File: config.mk
export PLATFORM = sky130hd
export DESIGN_NAME = input_sync_debounce
export DESIGN_NICKNAME = d
export VERILOG_FILES = /design/src/rtl/input_sync_debounce.sv
export SDC_FILE = /design/constraint.sdc
export NUM_CORES = 1
export LEC_CHECK = 0
export CAP_MARGIN = 5
export CORE_AREA = 5 5 42 44
export DETAILED_ROUTE_END_ITERATION = 8
export DIE_AREA = 0 0 47 49
export GPL_TIMING_DRIVEN = 0
export HOLD_SLACK_MARGIN = 0.08
export PLACE_DENSITY = 0.48
export SYNTH_ARGS = -nofsm -noshare
export SYNTH_HDL_FRONTEND = slang
export SYNTH_SLANG_ARGS = --single-unit
export TNS_END_PERCENT = 5
File: constraint.sdc
create_clock -name clk -period 2.95 [get_ports clk]
set_input_delay 0.59 -clock clk [delete_from_list [all_inputs] [get_ports clk]]
set_output_delay 0.59 -clock clk [all_outputs]
set_load 0.005 [all_outputs]
File: src/rtl/input_sync_debounce.sv
// input_sync_debounce: multi-flop synchronizer followed by a counting debouncer.
// Optional glitch counter is built when INPUT_SYNC_DEBOUNCE_GLITCH_COUNT_EN is defined.
module input_sync_debounce #(
    parameter int SYNC_STAGES     = 2,
    parameter int DEBOUNCE_CYCLES = 16,
    parameter bit INITIAL_LEVEL   = 1'b0
) (
    input  logic       clk,
    input  logic       reset_n,
    input  logic       clk_en,
    input  logic       in,
    output logic       out
`ifdef INPUT_SYNC_DEBOUNCE_GLITCH_COUNT_EN
    ,
    output logic [7:0] glitch_count
`endif
);

    localparam int CW = $clog2(DEBOUNCE_CYCLES + 1);
    localparam logic [CW-1:0] LAST = CW'(DEBOUNCE_CYCLES - 1);

    typedef enum logic {STABLE, PENDING} state_t;

    logic [SYNC_STAGES-1:0] chain = {SYNC_STAGES{INITIAL_LEVEL}};
    logic                   sync;

    state_t        state = STABLE;
    state_t        state_nxt;
    logic [CW-1:0] cnt = '0;
    logic [CW-1:0] cnt_nxt;
    logic          out_q = INITIAL_LEVEL;
    logic          out_nxt;

    assign sync = chain[SYNC_STAGES-1];
    assign out  = out_q;

    // The synchronizer runs every cycle; only the debouncer honours clk_en.
    always_ff @(posedge clk) begin
        if (!reset_n) begin
            chain <= {SYNC_STAGES{INITIAL_LEVEL}};
        end else begin
            chain <= {chain[SYNC_STAGES-2:0], in};
        end
    end

`ifdef INPUT_SYNC_DEBOUNCE_GLITCH_COUNT_EN
    logic       glitch;
    logic [7:0] gcnt = '0;
    logic [7:0] gcnt_nxt;

    assign glitch_count = gcnt;
`endif

    always_comb begin
        state_nxt = state;
        cnt_nxt   = cnt;
        out_nxt   = out_q;
`ifdef INPUT_SYNC_DEBOUNCE_GLITCH_COUNT_EN
        glitch    = 1'b0;
`endif
        if (clk_en) begin
            if (sync != out_q) begin
                if (cnt == LAST) begin
                    out_nxt   = sync;
                    cnt_nxt   = '0;
                    state_nxt = STABLE;
                end else begin
                    cnt_nxt   = cnt + CW'(1);
                    state_nxt = PENDING;
                end
            end else begin
                cnt_nxt   = '0;
                state_nxt = STABLE;
`ifdef INPUT_SYNC_DEBOUNCE_GLITCH_COUNT_EN
                glitch    = (state == PENDING);
`endif
            end
        end
    end

`ifdef INPUT_SYNC_DEBOUNCE_GLITCH_COUNT_EN
    // Saturating: the count sticks at 255 rather than wrapping.
    always_comb begin
        gcnt_nxt = gcnt;
        if (glitch && gcnt != 8'hFF) begin
            gcnt_nxt = gcnt + 8'd1;
        end
    end

    always_ff @(posedge clk) begin
        if (!reset_n) begin
            gcnt <= '0;
        end else begin
            gcnt <= gcnt_nxt;
        end
    end
`endif

    always_ff @(posedge clk) begin
        if (!reset_n) begin
            state <= STABLE;
            cnt   <= '0;
            out_q <= INITIAL_LEVEL;
        end else begin
            state <= state_nxt;
            cnt   <= cnt_nxt;
            out_q <= out_nxt;
        end
    end

endmodule

=== Yosys cells after proc, flatten, opt, wreduce, memory -nomap -nowiden ===
Index checks and enable logic that the tools add are counted.

* Flip-flop bits (word level): 8
* Bits in latches: 0
* RAM bits: 0
* Memory bits (read-only): 0
* Bits of input ports: 4
* Output and inout port bits: 1
* Word-level logic and storage cells: 9
* Memories kept: 0

* Add/subtract/negate cells: 1
* Multiply operators: 0
* Divide/modulo/power cells: 0
* Magnitude comparators: 0
* Equal/unequal tests: 2
* Shift-type cells: 0
* Multiplexer cells: 2
* Bitwise operators: 0
* Reduce and logical (&&, ||, !) cells: 1

{| class="wikitable"
|+ Operators with widths
! cell !! count
|-
| 2-to-1 mux 5 bit || 2
|-
| adder 5 x 1 -> 5 bit, second input constant || 1
|-
| == test 5 x 4 -> 1 bit, second input constant || 1
|-
| AND reduction 3 bit || 1
|-
| inequality test 1 bit || 1
|}

=== Depth between registers and ports, before layout ===
Gate-level depths: netlist of the first run.

* Depth after elaboration: 3
* Gate-level depth with buffers: 4
* Depth with buffers taken out: 4

=== Worst setup path before layout of the first run ===
Ideal clock, no wire load.

* Path kind: input -> register
* Start: in clk_en
* End: reg cnt[3]
* Setup time: 0.086 ns
* Arrival: 1.053 ns
* Required time: 2.864 ns
* Setup slack: 1.811 ns
* Cell stages on the path: 3
* Path buffers: 0
* Cells stage by stage: nand2b_1 > o21a_1 > a221oi_2

{| class="wikitable"
|+ RTL lines
! element !! line !! text
|-
| start: declaration || 10 || <nowiki>input logic clk_en,</nowiki>
|-
| end signal: assignment || 106 || <nowiki>cnt <= cnt_nxt;</nowiki>
|-
| end: declaration || 29 || <nowiki>logic [CW-1:0] cnt = '0;</nowiki>
|}

=== Worst setup path after layout of the first run ===
* Start: reg out_q, in the netlist out
* End: out out

{| class="wikitable"
|+ RTL lines
! element !! line !! text
|-
| start: declaration || 31 || <nowiki>logic out_q = INITIAL_LEVEL;</nowiki>
|-
| start signal: assignment || 107 || <nowiki>out_q <= out_nxt;</nowiki>
|-
| end: declaration || 12 || <nowiki>output logic out</nowiki>
|}

No word-level cell between the ends.

==> results of run 1 <==
==> worst register-to-register path, delay by kind of cell, from the launching register on <==
family | cells | cell delay, ns
flops | 1 | 0.38
mux | 1 | 0.21
fa+ha+maj | 1 | 0.22
simple gates | 2 | 0.40
==> path summary, 6_finish.rpt <==
path                               to  slack (ns)  depth (start not counted)
setup / recovery                  out        1.18                          1
hold / removal    chain[1]$_SDFF_PN0_        0.44                          1
setup reg to reg     out$_SDFFE_PN0P_        1.67                          4
hold reg to reg   chain[1]$_SDFF_PN0_        0.44                          1
==> synthesized netlist by cell type (all sizes together) (2+ instances only) <==
master / instances
and2: 2
nand2: 7
nand3b: 3
nor2b: 2
dfxtp: 8
nand3: 2
==> metal layers <==
layer | global-route usage | share of wire
met1 | 0.0771 | 0.40
met2 | 0.102 | 0.51
met3 | 0.0369 | 0.042
met4 | 0.0876 | 0.046
met5 | 0 | 0
==> layout make-up <==
| type | instances | area, um^2 | share of cell area |
|---|---|---|---|
| buffer | 1 | 3.75 | 0.00838 |
| timing repair buffer | 4 | 40.0 | 0.0894 |
| inverter | 1 | 3.75 | 0.00838 |
| tap | 16 | 20.0 | 0.0447 |
| sequential | 8 | 160 | 0.358 |
| clock buffer | 3 | 22.5 | 0.0503 |
| multi-input combinational | 28 | 198 | 0.441 |
==> kinds of logic (layout without fill, tap and decap cells) <==
kind of cell / after synthesis / in the layout / synth area share
XOR/XNOR: 1 / 1 / 0.0445
buffers and inverters: 2 / 9 / 0.0205
AND/OR/NAND/NOR: 18 / 18 / 0.267
AO/OA/AOI/OAI: 7 / 7 / 0.168
adder cells (fa/ha/maj): 1 / 1 / 0.0342
multiplexers: 1 / 1 / 0.0274
flip-flops: 8 / 8 / 0.438
==> metrics by stage <==
| step | std cells | total power [uW] |
|---|---|---|
| 6_report | 61 | 210 |
| 5_1_grt | 61 | 219 |
| 4_1_cts | 61 | 213 |
| 3_5_place_dp | 58 | 125 |
| 3_3_place_gp | 58 | 125 |
| 2_1_floorplan | 38 | 119 |
==> flip-flops by register name, indices dropped and copies added, names as in the netlist <==
signal,cells
chain,2
cnt,5
out,1
==> power groups by stage <==
stage	combinational, uW	clock (uW)	sequential (uW)
CTS	12.4	89.6	111
finish	12.4	86.6	111
global route	13.7	94.2	111
global placement	11.9	0	113
detailed placement	12.3	0	113
floorplan	5.87	0	113
==> impl_results.md, run 1 <==
* Row count at 14
* Setup TNS at 0 ns
* Sw Share at 0.223
* Avg WL per Cell at 11.7 um
* Synth warn at 0
* Combinational share of power at 0.059
* Clock Skew at 0.00378 ns
* Status: finished, final reports clean
* Tmin final at 1.77 ns
* Total GRT Usage at 0.0768
* Flop pwr share at 0.528
* Post-route DRC at 0
* Crit. End Element: output pin
* Yosys top cell by area: dfxtp_1
* Final critical-path share of the clock period at 0.599
* Initial Utilization at 0.261
* Drt total wl at 712 um
* Dpl cell area at 425 um^2
* NetSw at 46.8 uW
* Crit Path Max Fanout at 3
* FFs w/ async S/R, synth at 0
* Max transition margin at 0.737
* Max frequency at 0.566 GHz
* Sum of buffers and inverters on the critical path at 1
* Vias at 292
* Power Internal at 163 uW
* Layout area overhead at 22.6%
* Leak at 0.000160 uW
* Drt first pass iters at 4
* Top post-synthesis cells by area: dfxtp_1 (44%), nand2_1 (7.2%), nand3b_1 (6.2%)
* Clk root buf: clkbuf_4
* Final WS setup at 1.18 ns
* Total gr overflow at 0
* Number of max-cap violations at 0
* Post-route cell area at 448 um^2
* CTS tree: built
* Clk network pwr share at 0.413
* Cts bufs inserted at 3
* Fillers at 154
* Worst VDD drop at 220 uV
* Setup Fix Bufs, Post-CTS at 0
* R2r startpoint: cnt[0]$_SDFFE_PN0P_
* Commonest non-fill, non-tap cell in the layout: dfxtp_1
* Seq cells post-synth at 8
* Post_cts resized at 0
* Worst hold path class: reg2reg
* Worst path max stage delay at 0.53 ns
* NumNets Final at 52
* Layout cell share with drive strength beyond 1 at 0.133
* Critical Path AT at 1.18 ns
* DPL Wire Length at 514 um
* Core footprint at 1400 um^2
* Worst Tran Pin Value at 0.394 ns
* HP Start: chain[0]$_SDFF_PN0_
* Largest net degree at the start of global routing at 11
* Clock Sink Count at 8
* Final Hold Vio Count at 0
* Share of the synthesized area in the top cell type at 0.438
* Post-Syn Area at 365 um^2
* Final Max Tran Viols at 0
* Initial antenna violation count at 0
* Post-Syn Nets at 43
* RSZ-0062 raised after global routing: false
* Vias per Instance at 4.79
* Most frequent cells in the layout: dfxtp_1 (8), nand2_1 (7), clkdlybuf4s50_1 (4), nand3b_1 (3), clkbuf_4 (3)
* Die Height at 49 um
* Number of flops mapped to enable cells by yosys at 0
* Syn avg cell area at 9.61 um^2
* Pwr dens at 468 nW/um^2
* WS Path Type: reg2out
* Synth Flop Type: dfxtp_1
* DRT antenna net count at 0
* Vias in the first global route at 294
* Htree depth at 1
* Final Util at 0.320
* Final hold slack at 0.445 ns
* Startpoint types: register
* Place WS at 1.16 ns
* Critical path's slowest cell: clkdlybuf4s50_1
* Inserted Diodes at 0
* Placer Congestion at 0.798
* Worst EP required at 2.36 ns
* DR iter-0 viols at 6
* First-pass GRT wire length at 1220 um
* Finish-stage setup viols at 0
* Critical Path Source: out$_SDFFE_PN0P_
* Die area at 2300 um^2
* Post-synthesis cell count at 38
* Distinct cells, synth at 20
* Post-synthesis sequential area ratio at 0.438
* Critical path's top delay family: buffers and inverters
* I/O pins at 5
* Maximum root-to-sink buffer count at 2
* Clk_lat worst skew at 0.26 ns
* CTS clk-pin slew, worst paths at 0.05 ns
* CTS Hold Bufs at 0
* Die width at 47 um
* IO buf count at 4
* Critical Path, Cell by Cell: clkdlybuf4s50_1
(Power assumes the default switching activity.)
==> run 2, diff against run 1 <==
Clock period 2.95 ns to 1.8 ns, I/O delays scaled along.
==> results of run 2 <==
Same layout as run 1 (identical final DEF). Status: finished, final reports clean.
Main changes from that run: setup slack after placement 1.16 ns -> 0.237 ns; setup slack after layout 1.18 ns -> 0.263 ns; register-to-register setup slack 1.67 ns -> 0.52 ns; total power 210 uW -> 344 uW; worst IR drop on VDD 220 uV -> 361 uV
